==> src/rtl/mult_div_pkg.sv <==
// rtl/mult_div_pkg.sv - shared types and constants for the multiply/divide unit
package mult_div_pkg;

  typedef enum logic {
    MD_MULT = 1'b0,
    MD_DIV  = 1'b1
  } md_op_t;

  typedef enum logic [1:0] {
    IDLE = 2'd0,
    MULT = 2'd1,
    DIV  = 2'd2,
    FIN  = 2'd3
  } md_state_t;

  localparam int MD_ITER  = 32;
  localparam int MD_CNT_W = 6;

endpackage

==> src/rtl/md_step.sv <==
// rtl/md_step.sv - one combinational iteration: Booth add/sub + shift, or restoring divide step
module md_step
  import mult_div_pkg::*;
#(
  parameter int WIDTH = 32
) (
  input  md_op_t             i_mode,
  input  logic [2*WIDTH-1:0] i_sr,
  input  logic               i_q_m1,
  input  logic [WIDTH-1:0]   i_m,
  output logic [2*WIDTH-1:0] o_sr,
  output logic               o_q_m1
);

  logic [WIDTH:0] w_opa;
  logic [WIDTH:0] w_opb;
  logic [WIDTH:0] w_res;
  logic           w_sub;

  // The single WIDTH+1 adder/subtractor is shared by both modes.
  assign w_res = w_sub ? (w_opa - w_opb) : (w_opa + w_opb);

  always_comb begin
    w_opa  = '0;
    w_opb  = '0;
    w_sub  = 1'b0;
    o_sr   = i_sr;
    o_q_m1 = 1'b0;
    if (i_mode == MD_MULT) begin
      w_opa = {i_sr[2*WIDTH-1], i_sr[2*WIDTH-1:WIDTH]};
      case ({i_sr[0], i_q_m1})
        2'b01:   w_opb = {i_m[WIDTH-1], i_m};
        2'b10: begin
          w_opb = {i_m[WIDTH-1], i_m};
          w_sub = 1'b1;
        end
        default: w_opb = '0;
      endcase
      o_sr   = {w_res[WIDTH:1], w_res[0], i_sr[WIDTH-1:1]};
      o_q_m1 = i_sr[0];
    end else begin
      // Shifted remainder needs WIDTH+1 bits since the divisor magnitude can reach 2^(WIDTH-1).
      w_opa = i_sr[2*WIDTH-1:WIDTH-1];
      w_opb = {1'b0, i_m};
      w_sub = 1'b1;
      if (!w_res[WIDTH]) begin
        o_sr = {w_res[WIDTH-1:0], i_sr[WIDTH-2:0], 1'b1};
      end else begin
        o_sr = {w_opa[WIDTH-1:0], i_sr[WIDTH-2:0], 1'b0};
      end
    end
  end

endmodule

==> src/rtl/mult_div_unit.sv <==
// rtl/mult_div_unit.sv - multicycle signed Booth multiply / restoring divide with HI/LO results
module mult_div_unit
  import mult_div_pkg::*;
#(
  parameter int WIDTH = 32
) (
  input  logic             clk,
  input  logic             reset,
  input  logic             start,
  input  md_op_t           op,
  input  logic [WIDTH-1:0] a,
  input  logic [WIDTH-1:0] b,
  output logic [WIDTH-1:0] hi,
  output logic [WIDTH-1:0] lo,
  output logic             busy,
  output logic             done,
  output logic             div_zero
);

  md_state_t             r_state;
  md_state_t             w_next;
  logic [MD_CNT_W-1:0]   r_cnt;
  logic [2*WIDTH-1:0]    r_sr;
  logic                  r_q_m1;
  logic [WIDTH-1:0]      r_m;
  logic                  r_neg_q;
  logic                  r_neg_r;
  logic [WIDTH-1:0]      r_hi;
  logic [WIDTH-1:0]      r_lo;
  logic                  r_div_zero;

  logic                  w_div0;
  logic                  w_accept;
  logic                  w_last;
  logic                  w_running;
  md_op_t                w_mode;
  logic [2*WIDTH-1:0]    w_step_sr;
  logic                  w_step_q_m1;
  logic [WIDTH-1:0]      w_a_mag;
  logic [WIDTH-1:0]      w_b_mag;
  logic [WIDTH-1:0]      w_quot;
  logic [WIDTH-1:0]      w_rem;

  assign w_div0    = (r_state == IDLE) && start && (op == MD_DIV) && (b == '0);
  assign w_accept  = (r_state == IDLE) && start && !w_div0;
  assign w_last    = (r_cnt == MD_CNT_W'(MD_ITER - 1));
  assign w_running = (r_state == MULT) || (r_state == DIV);
  assign w_mode    = (r_state == DIV) ? MD_DIV : MD_MULT;
  assign w_a_mag   = a[WIDTH-1] ? -a : a;
  assign w_b_mag   = b[WIDTH-1] ? -b : b;
  assign w_quot    = r_neg_q ? -w_step_sr[WIDTH-1:0] : w_step_sr[WIDTH-1:0];
  assign w_rem     = r_neg_r ? -w_step_sr[2*WIDTH-1:WIDTH] : w_step_sr[2*WIDTH-1:WIDTH];

  md_step #(.WIDTH(WIDTH)) u_step (
    .i_mode (w_mode),
    .i_sr   (r_sr),
    .i_q_m1 (r_q_m1),
    .i_m    (r_m),
    .o_sr   (w_step_sr),
    .o_q_m1 (w_step_q_m1)
  );

  always_ff @(posedge clk) begin
    if (!reset) r_state <= IDLE;
    else        r_state <= w_next;
  end

  always_comb begin
    w_next = r_state;
    case (r_state)
      IDLE: begin
        if (w_div0)        w_next = FIN;
        else if (w_accept) w_next = (op == MD_DIV) ? DIV : MULT;
      end
      MULT:    if (w_last) w_next = FIN;
      DIV:     if (w_last) w_next = FIN;
      default: w_next = IDLE;
    endcase
  end

  always_comb begin
    busy = w_running;
    done = (r_state == FIN);
  end

  always_ff @(posedge clk) begin
    if (!reset) begin
      r_cnt      <= '0;
      r_sr       <= '0;
      r_q_m1     <= 1'b0;
      r_m        <= '0;
      r_neg_q    <= 1'b0;
      r_neg_r    <= 1'b0;
      r_hi       <= '0;
      r_lo       <= '0;
      r_div_zero <= 1'b0;
    end else if (w_accept) begin
      r_cnt      <= '0;
      r_q_m1     <= 1'b0;
      r_div_zero <= 1'b0;
      // Booth: multiplier in the low half, multiplicand held aside; divide works on magnitudes.
      if (op == MD_MULT) begin
        r_sr <= {{WIDTH{1'b0}}, b};
        r_m  <= a;
      end else begin
        r_sr    <= {{WIDTH{1'b0}}, w_a_mag};
        r_m     <= w_b_mag;
        r_neg_q <= a[WIDTH-1] ^ b[WIDTH-1];
        r_neg_r <= a[WIDTH-1];
      end
    end else if (w_div0) begin
      r_div_zero <= 1'b1;
    end else if (w_running) begin
      r_sr   <= w_step_sr;
      r_q_m1 <= w_step_q_m1;
      r_cnt  <= r_cnt + 1'b1;
      if (w_last) begin
        if (r_state == MULT) begin
          r_hi <= w_step_sr[2*WIDTH-1:WIDTH];
          r_lo <= w_step_sr[WIDTH-1:0];
        end else begin
          r_hi <= w_rem;
          r_lo <= w_quot;
        end
      end
    end
  end

  assign hi       = r_hi;
  assign lo       = r_lo;
  assign div_zero = r_div_zero;

endmodule

==> config.mk <==
export PLATFORM = sky130hd
export DESIGN_NAME = mult_div_unit
export DESIGN_NICKNAME = d
export VERILOG_FILES = /design/src/rtl/mult_div_pkg.sv /design/src/rtl/md_step.sv /design/src/rtl/mult_div_unit.sv
export SDC_FILE = /design/constraint.sdc
export NUM_CORES = 1
export LEC_CHECK = 0
export ABC_AREA = 1
export CAP_MARGIN = 20
export CORE_MARGIN = 1.5
export CORE_UTILIZATION = 64
export CTS_CLUSTER_DIAMETER = 30
export DETAILED_ROUTE_END_ITERATION = 7
export MAX_ROUTING_LAYER = met4
export PLACE_DENSITY = 0.88
export SYNTH_ARGS = -nofsm -noshare
export SYNTH_HDL_FRONTEND = slang
export SYNTH_SLANG_ARGS = --single-unit
==> constraint.sdc <==
create_clock -name clk -period 10.7 [get_ports clk]
set_input_delay 2.14 -clock clk [delete_from_list [all_inputs] [get_ports clk]]
set_output_delay 2.14 -clock clk [all_outputs]
set_load 0.05 [all_outputs]
Yosys cells after proc, flatten, opt, wreduce, memory -nomap -nowiden
Cells that the tools add are included.
{"block": "totals", "elab_cells": 73, "out_inout_bits": 67, "reg_bits": 172}
{"block": "op_classes", "n_bitwise": 4, "n_addsub": 7, "n_eq_ne": 9, "mux": 26, "reduce_logical": 17}
{"cell": "2-to-1 mux 64 bit", "count": 5}
{"cell": "2-to-1 mux 32 bit", "count": 9}
{"cell": "negation 32 bit", "count": 4}
{"cell": "2-to-1 mux 33 bit", "count": 3}
{"cell": "adder 33 bit", "count": 1}
{"cell": "subtractor 33 bit", "count": 1}
{"cell": "logical NOT 32 bit", "count": 1}
{"cell": "2-to-1 mux 2 bit", "count": 4}
{"cell": "AND reduction 2 bit", "count": 4}
{"cell": "adder 6 x 1 -> 6 bit (second input constant)", "count": 1}
{"cell": "== test 2 bit (second input constant)", "count": 3}
{"cell": "== test 6 x 5 -> 1 bit (second input constant)", "count": 1}
{"cell": "OR reduction 2 bit", "count": 3}
{"cell": "== test 2 x 1 -> 1 bit (second input constant)", "count": 2}
{"cell": "logical AND 1 bit", "count": 4}
{"cell": "2-to-1 mux 1 bit", "count": 4}
{"cell": "!= test 2 x 1 -> 1 bit (second input constant)", "count": 2}
{"cell": "case mux 2 bit (2 select lines)", "count": 1}
{"cell": "AND reduction 4 bit", "count": 1}
{"cell": "!= test 3 bit (second input constant)", "count": 1}
{"cell": "inverter 1 bit", "count": 3}
{"cell": "logical NOT 2 bit", "count": 1}
{"cell": "nonzero test 2 bit", "count": 1}
{"cell": "logical NOT 1 bit", "count": 1}
{"cell": "other kinds (2)", "count": 2}

Logic depth before layout (Yosys ltp)
Gate-level depths: netlist (run 1).
{"block": "logic_depth", "depth_word": 11, "depth_mapped": 49, "ltp_nobuf": 46}

Cells and area by module
From an unflattened synthesis (run 1), not the netlist that was laid out.
{"block": "unflattened", "hier_cells": 2698, "area_unflattened_um2": 15278.4}
{"mod": "mult_div_unit", "cells_per_inst": 1676, "area_each_um2": 10415.0, "instances": 1}
{"mod": "md_step", "cells_per_inst": 1022, "area_each_um2": 4863.4, "instances": 1}

Worst setup path before layout (run 1)
Ideal clock, no wire load.
{"block": "synth_timing", "kind": "reg-to-reg", "start": "register r_state[0]", "end": "register r_lo[30], in the netlist lo[30]", "arrival_time_ns": 6.347, "required_ns": 10.572, "stages_incl_launch_ff": 49, "slack_ns": 4.225, "cell_sequence": "dfxtp_1 -> inv_1 -> ha_1 -> inv_4 -> nand2_4 -> buf_6 -> buf_2 -> inv_2 -> nor2_1 -> inv_1 -> nand3_1 -> nor3_2 -> o2111ai_1 -> nor3_2 -> nand2_1 -> inv_1 -> nand3b_1 -> nor3_2 -> (+13 left out) -> inv_1 -> nand2_4 -> nand3_4 -> buf_6 -> buf_6 -> and2_1 -> ha_1 -> inv_1 -> nor3_1 -> nand3_1 -> nor3_1 -> and3_1 -> nand3_1 -> o31ai_1 -> o21ai_0 -> nor2_1 -> xor2_1 -> a21oi_1"}
{"block": "synth_via", "elab_chain_len": 10, "word_cells_on_any_way": 24, "classes_between": "add/sub: 3; eq/ne: 2; mux: 9; bitwise: 2; reduce/logical: 8"}
{"element": "start, declared", "line": "mult_div_unit.sv:20", "rtl": "md_state_t r_state;"}
{"element": "start signal, assigned", "line": "mult_div_unit.sv:65", "rtl": "else r_state <= w_next;"}
{"element": "== test 2 bit", "line": "mult_div_unit.sv:47, mult_div_unit.sv:48"}
{"element": "2-to-1 mux 1 bit", "line": "mult_div_unit.sv:48", "rtl": "assign w_mode = (r_state == DIV) ? MD_DIV : MD_MULT;"}
{"element": "2-to-1 mux 32 bit or 2-to-1 mux 33 bit (tied branches)", "line": "md_step.sv:29", "rtl": "if (i_mode == MD_MULT) begin"}
{"element": "adder 33 bit or subtractor 33 bit (tied branches)", "line": "md_step.sv:21", "rtl": "assign w_res = w_sub ? (w_opa - w_opb) : (w_opa + w_opb);"}
{"element": "2-to-1 mux 33 bit", "line": "md_step.sv:21"}
{"element": "2-to-1 mux 64 bit", "line": "md_step.sv:46", "rtl": "if (!w_res[WIDTH]) begin"}
{"element": "2-to-1 mux 64 bit", "line": "md_step.sv:29"}
{"element": "negation 32 bit", "line": "mult_div_unit.sv:51", "rtl": "assign w_quot = r_neg_q ? -w_step_sr[WIDTH-1:0] : w_step_sr[WIDTH-1:0];"}
{"element": "2-to-1 mux 32 bit", "line": "mult_div_unit.sv:51"}
{"element": "2-to-1 mux 32 bit", "line": "mult_div_unit.sv:118", "rtl": "if (r_state == MULT) begin"}
{"element": "end signal, assigned", "line": "mult_div_unit.sv:120", "rtl": "r_lo <= w_step_sr[WIDTH-1:0];"}
{"element": "end signal, assigned", "line": "mult_div_unit.sv:123", "rtl": "r_lo <= w_quot;"}
{"element": "end, declared", "line": "mult_div_unit.sv:29", "rtl": "logic [WIDTH-1:0] r_lo;"}
Parallel ways exist; a longest one is shown, timed or not.
A chain may end at the register's enable or synchronous reset.

Final worst setup path (run 1)
Ends and elaborated chain as after synthesis.

==> run metrics, run 1 <==
hold crit path type flop to flop; R2R cell count between 40 and 50; Seq cells post-synth 172; cells after synthesis 2511; commonest non-fill, non-tap cell in the layout nand2_1; total global-route track usage 41.68%; GPL Wtd Cong 1.068; Final Max Tran Viols 0; Area Overhead vs Synth 13.68%; syn nets around 2600; gr ovfl total 0; CP endpoint kind flop; DR vias/cell ~6.0; cells resized by post-CTS repair 0; die width 154.3 microns; Initial Utilization 64.88%; first-pass GRT wire length 77600 microns; hold-fix buffers at CTS 0; Slew headroom 32.44%; Startpoint Class flop; synth warn 0; Clock Sinks approximately 170; Clk pin slew, worst setup/hold paths 0.08 ns; initial drt markers 2001; worst-path cell with the longest stage delay inv_2; layout cell share with drive strength beyond 1 roughly 4.6%; wire length per cell 17.02 microns; unrepaired setup endpoints after global routing false; final worst slack 2.258 ns; hold_sp r_q_m1; Critical Path Max Stage Delay between 0.4 and 0.5 ns; drt drc 3; wirelength, routed between 40000 and 50000 microns; crit path max fanout 62; clk_skew 0.01892 ns; Final Cycle Share 78.89%; via count 17071; fill cell count 1895; RR Startpoint r_state[0]; fin nets around 2700; failing checks design-rule violations; CTS Buffer Depth 2; hold path cells 2; port bufs 134; reg-to-reg endpoint lo[30]; achievable frequency about 120 MHz; final hold vios 0; CORE AREA roughly 23000 sq um; n_diodes 0; CTS root buffer clkbuf_16; HPWL Detailed about 36000 microns; Post-CTS Setup Repair Bufs 0; Primary FF master, synth dfxtp_1; row count between 50 and 60; Die ar. ~24000 sq um; WP data required 11.02 ns; vias in the first global route 15919; Arrival @ worst endpoint 8.76 ns; initial antenna violation count 0; CTS tree built; CTS H-Tree Depth 4; fin area approximately 17000 sq um; Worst Tran Pin Value 1.013 ns; CTS Buf Count 17; post-synthesis sequential area ratio 23.51%; R2R Setup Slk 2.26 ns; syn avg cell area 5.832 sq um; most frequent cells in the layout 728 x nand2_1, 306 x nor2_1, 299 x inv_1; Final min period 8.442 ns; Core Util, Final 73.76%; status finished, violations left; synthesized cell area 14650 sq um; Setup CP Type flop to flop; pre-CTS setup slack 2.602 ns; largest net degree at the start of global routing around 110; Setup crit start r_state[0]; Setup-failing EPs final 0; WHS Endpoint r_q_m1; number of flops mapped to enable cells by yosys 0; most frequent CP cell nand2_1; async set-reset flop share out of synthesis 0%; I/O Pins 135; Max-Cap Viols 0; worst skew pair latency 0.46 ns; Yosys cell types 58; antenna-violating nets left 0; Placed Area 16010 sq um; Die Span Y about 150 microns; Pre-antenna DRT Iters 8; setup_tns 0 ns
-- worst max-delay path, delay by kind of cell (launching register included) --
| family | cells | cell delay (ns) |
|---|---|---|
| AO/OA/AOI/OAI | 6 | 1.16 |
| XOR/XNOR | 2 | 0.38 |
| adder cells (fa/ha/maj) | 3 | 0.70 |
| buffers and inverters | 8 | 1.40 |
| flip-flops | 1 | 0.38 |
| AND/OR/NAND/NOR | 24 | 4.23 |
-- state kept, by name, summed over array words and instances, names as in the netlist --
register	cells
r_state	2
r_neg_r	1
div_zero	1
r_neg_q	1
r_cnt	6
hi	32
r_sr	64
r_m	32
lo	32
r_q_m1	1
-- per-layer routing --
metal / track usage, % / up-vias / part of all wire (%)
li1: - / 8228 / -
met1: 45.95 / 7597 / 38
met2: 69.90 / 969 / 47
met3: 5.940 / 277 / 7.5
met4: 28.89 / 0 / 7.8
met5: - / - / 0
-- synthesized netlist by cell type, types with 19 or more instances --
library cell  number  area [sq um]
nand2_1          728          2733
nor2_1           310          1164
inv_1            301          1130
o21ai_0          193         965.9
dfxtp_1          172          3443
a21oi_1          164         820.8
nand3_1           96         480.5
clkbuf_1          79         296.5
xor2_1            76         665.6
ha_1              43         538.0
nor3_1            39         195.2
o22ai_1           33         206.5
xnor2_1           32         280.3
o21ai_1           19         95.09
-- logic make-up (layout without fill, tap and decap cells) --
group,count (synthesis),after routing,synth area share (%)
adders and majority gates,44,44,3.810
and+or+nand+nor,1251,1251,35.03
DFF,172,172,23.51
xor gates and xnor gates,108,108,6.459
buffers and inverters,420,492,11.12
AOI/OAI and AO/OA,516,516,20.07
-- layout make-up --
class	instances	area, sq um	share of cell area (%)
clock buffer	17	425.4	2.555
clock inverter	15	216.5	1.300
timing repair buffer	146	1429	8.583
sequential	172	3443	20.68
inverter	314	1187	7.132
tap	285	356.6	2.142
multi-input combinational	1919	9590	57.61
-- worst max path at each step --
stage	depth (start not counted)	slack [ns]	endpoint
final	43	2.26	lo[30]
after global routing	43	1.53	lo[30]
after CTS	43	2.51	lo[30]
after detailed placement	43	2.60	lo[30]
after global placement	43	3.01	lo[26]
after floorplan	48	4.22	lo[30]
-- per-stage QoR --
stage | hold WS, ns | instances
detailed placement | 0.4600 | 2836
finish | 0.4758 | 2868
CTS | 0.4737 | 2868
global route | 0.4936 | 2868
floorplan | 0.4286 | 2511
global placement | 0.4514 | 2835
Power of run 1 is not shown: default switching activity piles up to over one toggle a cycle in this logic, so the estimate is an artifact.
==> inputs of run 2 (changes only) <==
--- a/config.mk
+++ b/config.mk
@@ -8,11 +8,11 @@
 export ABC_AREA = 1
 export CAP_MARGIN = 20
 export CORE_MARGIN = 1.5
-export CORE_UTILIZATION = 64
+export CORE_UTILIZATION = 60
 export CTS_CLUSTER_DIAMETER = 30
 export DETAILED_ROUTE_END_ITERATION = 7
 export MAX_ROUTING_LAYER = met4
-export PLACE_DENSITY = 0.88
+export PLACE_DENSITY = 0.83
 export SYNTH_ARGS = -nofsm -noshare
 export SYNTH_HDL_FRONTEND = slang
 export SYNTH_SLANG_ARGS = --single-unit
==> constraint.sdc (replaced) <==
create_clock -name clk -period 8.05 [get_ports clk]
set_input_delay 1.61 -clock clk [delete_from_list [all_inputs] [get_ports clk]]
set_output_delay 1.61 -clock clk [all_outputs]
set_load 0.05 [all_outputs]
==> run 2 against run 1 <==
Effect of this change: the flow now finishes without violations; worst setup slack worse by 1.4 ns; first-iteration DRC count is 9.4% higher; count of clock-buffer cells in the layout unchanged; sequential share of layout area fell by 0.080 points; critical path depth rose by 1.
==> run metrics, run 2 (synthesis results as in run 1) <==
WP data required 8.36 ns (-2.66 ns); final hold vios 0 (unchanged); Final min period 7.191 ns (-1.250 ns); FF/Latch Area 3443 sq um (unchanged); Most Used Layer, Global Route met2; clk_skew 0.01772 ns (-0.001201 ns); CTS root buffer clkbuf_16; Worst Tran Pin Value 1.020 ns (+0.006330 ns); Clock Sinks 172 (unchanged); via count 17095 (+0.14%); status finished clean; HPWL Detailed 37050 microns (+1.8%); vias in the first global route 16066 (+0.92%); crit path max fanout 26 (-58%); die width 159.2 microns (+3.2%); CP endpoint kind flop; fill cell count 2088 (+10%); wire length per cell 17.19 microns (+1.0%); M2 GR Usage 66.42% (-3.5 points); Final Max Tran Viols 0 (unchanged); CTS Buffer Depth 2 (unchanged); unrepaired setup endpoints after global routing false; DR vias/cell 5.885 (-1.1%); row count 56 (+1.8%); gr ovfl total 0 (unchanged); I/O Pins 135 (unchanged); Setup CP Type flop to flop; first-pass GRT wire length 80170 microns (+3.3%); layout cell share with drive strength beyond 1 4.834% (+0.19 points); total global-route track usage 39.94% (-1.7 points); largest net degree at the start of global routing 105 (unchanged); achievable frequency 139.1 MHz (+17%); CTS tree built; initial antenna violation count 0 (unchanged); initial drt markers 2189 (+9.4%); Core Util, Final 70.57% (-3.2 points); worst skew pair latency 0.45 ns (about the same); GR Util met3 5.210% (-0.73 points); Initial Utilization 61.84% (-3.0 points); worst-path cell with the longest stage delay dfxtp_1; Slew headroom 32.02% (-0.42 points); Multi-input gate area 9600 sq um (+0.10%); Max-Cap Viols 0 (unchanged); Area Overhead vs Synth 14.12%; most frequent cells in the layout 728 x nand2_1, 306 x nor2_1, 299 x inv_1; port bufs 134 (unchanged); Arrival @ worst endpoint 7.50 ns (-1.26 ns); Pre-antenna DRT Iters 7 (-1); max FFs per register 64 (unchanged); CORE AREA 23680 sq um (+4.9%); most frequent CP cell nand2_1; Clk pin slew, worst setup/hold paths 0.08 ns (about the same); setup_tns 0 ns (unchanged); antenna-violating nets left 0 (unchanged); Die ar. 25360 sq um (+6.5%); Die Span Y 159.2 microns (+3.2%); fin nets 2685 (+0.11%); wirelength, routed 49950 microns (+2.3%); met1 GRT Util 45.00% (-0.95 points); Top reg by flops r_sr; GPL Wtd Cong 1.091 (+2.2%); CTS H-Tree Depth 4 (unchanged); Final Cycle Share 89.33% (+10 points); drt drc 0 (-3); commonest non-fill, non-tap cell in the layout nand2_1; Critical Path Max Stage Delay 0.40 ns (-0.04 ns); hold crit path type flop to flop; CTS Buf Count 17 (unchanged); Setup-failing EPs final 0 (unchanged); n_diodes 0 (unchanged); Startpoint Class flop
run 2: cell types whose count changed in the layout (fill, tap and decap cells not counted), sizes merged:
cell / previous run / this run
buf: 14 / 17
inv: 320 / 318
clkinv: 9 / 11
run 2: path summary, 6_finish.rpt:
check                  start        to  slack, ns  cells after the start
hold reg to reg     r_sr[10]  r_sr[10]       0.47                      2
setup reg to reg  r_state[0]    lo[30]       0.86                     44
setup / recovery  r_state[0]    lo[30]       0.86                     44
hold / removal      r_sr[10]  r_sr[10]       0.47                      2
run 2: cell type report:
cell class	count	share of cell area, %
flip-flops and latches	172	20.60
repair buffers	149	8.639
well taps	319	2.388
multi-input cells	1919	57.44
clock buffers	17	2.545
inverters	314	7.119
clock inverters	15	1.265
run 2: worst max-delay path, delay by kind of cell (launching register included):
family / cells / cell delay, ns
AO/OA/AOI/OAI: 6 / 1.20
XOR/XNOR: 2 / 0.31
adder cells (fa/ha/maj): 3 / 0.72
buffers and inverters: 8 / 0.84
flip-flops: 1 / 0.40
AND/OR/NAND/NOR: 25 / 3.55
run 2: routing by layer:
layer  wire length [microns]  up-vias  part of all wire, %
li1                        -     8219                    -
met1                   19030     7738                   38
met2                   23540      928                   47
met3                    3901      210                  7.8
met4                    3473        0                  7.0
met5                       0        -                    0
run 2: repair_timing:
action	in CTS	in global routing
hold buffers	0	0
resized for setup	0	4
hold endpoints to repair	0	0
setup buffers	0	0
endpoints found under the setup margin	0	4
run 2: metrics by stage:
step                      hold WS (ns)  area (sq um)  instances  setup WS (ns)
after floorplan                 0.4286         14650       2511          1.575
after global placement          0.4501         16060       2873          1.105
after detailed placement        0.4632         16060       2873         0.7522
after CTS                       0.4733         16700       2905         0.7008
after global routing            0.4961         16710       2905        0.03962
final                           0.4748         16710       2905         0.8588
Power of run 2 is left out for the same reason.
==> patch (flow settings as in run 1) <==
Make the reset (`reset`) asynchronous in 2 clocked blocks.
--- a/src/rtl/mult_div_unit.sv
+++ b/src/rtl/mult_div_unit.sv
@@ -60,7 +60,7 @@
     .o_q_m1 (w_step_q_m1)
   );
 
-  always_ff @(posedge clk) begin
+  always_ff @(posedge clk or negedge reset) begin
     if (!reset) r_state <= IDLE;
     else        r_state <= w_next;
   end
@@ -83,7 +83,7 @@
     done = (r_state == FIN);
   end
 
-  always_ff @(posedge clk) begin
+  always_ff @(posedge clk or negedge reset) begin
     if (!reset) begin
       r_cnt      <= '0;
       r_sr       <= '0;
Formal check against the unedited RTL: differs if reset is asserted again (counterexample within 4 cycles, from zero or initial values and one cycle with reset low); with reset held inactive, the same outputs for 4 cycles.
==> patch against run 1 <==
Die area rose by 2.2%; routed wire length fell by 1.7%; cell area rose by 1.9%; setup slack improved by 0.093 ns; first-iteration DRC count fell by 13%; area after synthesis rose by 2.2%; sequential cell count did not move.
Power is not shown: default switching activity piles up to over one toggle a cycle in this logic, so the estimate is an artifact.
==> patch: results (changes against run 1) <==
Critical path arrival -> 8.72 ns (was 8.76 ns)
Per-cell routed wire length -> 17.95 um (was 17.02 um)
Reg2Reg Depth -> 39 (was 43)
Ys async rst share -> 100.0% (was 0%)
Global placer's final weighted congestion -> 1.006 (was 1.068)
Layout cells sized above 1 -> 6.017% (was 4.646%)
CP peak stage delay -> 0.45 ns
Worst-path clk slew -> 0.07 ns
Vias in the first global route -> 14950 (was 15920)
Reg2Reg Setup Slack -> 2.35 ns (was 2.26 ns)
Hpwl dp -> 36120 um (was 36400 um)
Pre-CTS setup slack -> 2.800 ns (was 2.602 ns)
Synth warnings -> 0 (unchanged)
CTS Root Cell -> clkbuf_16 (unchanged)
Max_slew headroom -> 31.95% (was 32.44%)
Reg-to-Reg Start -> r_state[0] (unchanged)
Period utilisation layout -> 78.03% (was 78.89%)
Slowest cell on the critical path -> nor3_1 (was inv_2)
Aggregate global routing overflow -> 0 (unchanged)
Post-Place Cell Area -> 16390 um2 (was 16010 um2)
First DRT Iteration DRCs -> 1734 (was 2001)
Outcome -> finished clean (was finished with violations)
Synth unique cells -> 59 (was 58)
Gr usage total -> 40.78% (was 41.68%)
Worst Setup EP -> lo[30] (unchanged)
Largest net degree at the start of global routing -> 92 (was 105)
Top FF cell, synth -> dfrtp_1 (was dfxtp_1)
Top cells by area, synth -> dfrtp_1 29%, nand2_1 15%, o21ai_0 6.9%, inv_1 6.6%, xor2_1 5.9% (was dfxtp_1 24%, nand2_1 19%, nor2_1 7.9%, inv_1 7.7%, o21ai_0 6.6%)
Final #Nets -> 2460 (was 2682)
Net count after synthesis -> 2384 (was 2623)
Register area share after synthesis -> 28.76% (was 23.51%)
FF-to-FF End -> lo[30] (unchanged)
Synth top cells by count -> 616 x nand2_1, 265 x inv_1, 229 x nor2_1 (was 728 x nand2_1, 310 x nor2_1, 301 x inv_1)
CP max FO -> 60 (was 62)
Skew final -> 0.01874 ns (was 0.01892 ns)
Drt pass-1 iters -> 5 (was 8)
Via count -> 15910 (was 17070)
H-tree Lvls -> 4 (unchanged)
First-pass GRT wire length -> 75910 um (was 77600 um)
[patch: kinds of logic (layout without fill, tap and decap cells)]
group,Yosys count,count (layout),share of synthesized area (%)
flops,172,172,28.76
fa+ha+maj,44,44,3.729
xor+xnor,137,137,8.017
simple gates,1068,1068,30.16
buf+inv,369,457,9.915
compound gates,482,482,19.42
[patch: per-stage QoR]
step | utilization [%] | hold slack, ns | cells
2_1_floorplan | - | 0.4679 | 2272
3_3_place_gp | 71.94 | 0.4658 | 2642
3_5_place_dp | 71.94 | 0.4696 | 2642
4_1_cts | 74.46 | 0.4874 | 2673
5_1_grt | 74.46 | 0.5134 | 2673
6_report | 74.46 | 0.4835 | 2673
[patch: area by class of cell]
class                   instances  area, um2
clock inverters                14      148.9
fillers                      1848       5817
multi-input cells            1731       9194
flip-flops and latches        172       4304
clock buffers                  17      425.4
repair buffers                149       1450
well taps                     313      391.6
inverters                     277       1047
[patch: routing by layer]
metal  part of all wire [%]  GRT usage (%)  vias up
met2                     49          69.78      821
met1                     38          45.95     7337
met3                    6.6          4.722      188
li1                       -              -     7566
met5                      0              -        -
met4                    6.3          24.35        0
[patch: how the worst min path moves through the flow]
stage          depth (start not counted)  slack, ns      from  endpoint
6_report                               2       0.48    lo[31]    lo[31]
5_1_grt                                2       0.51    hi[18]    hi[18]
4_1_cts                                2       0.49    lo[31]    lo[31]
3_5_place_dp                           2       0.47    hi[18]    hi[18]
3_3_place_gp                           2       0.47    hi[20]    hi[20]
2_1_floorplan                          1       0.47  r_cnt[0]  r_cnt[0]
[patch: worst min-delay path, delay by kind of cell (launching register included)]
family,cells,cell delay [ns]
and+or+nand+nor,2,0.10
DFF,1,0.35
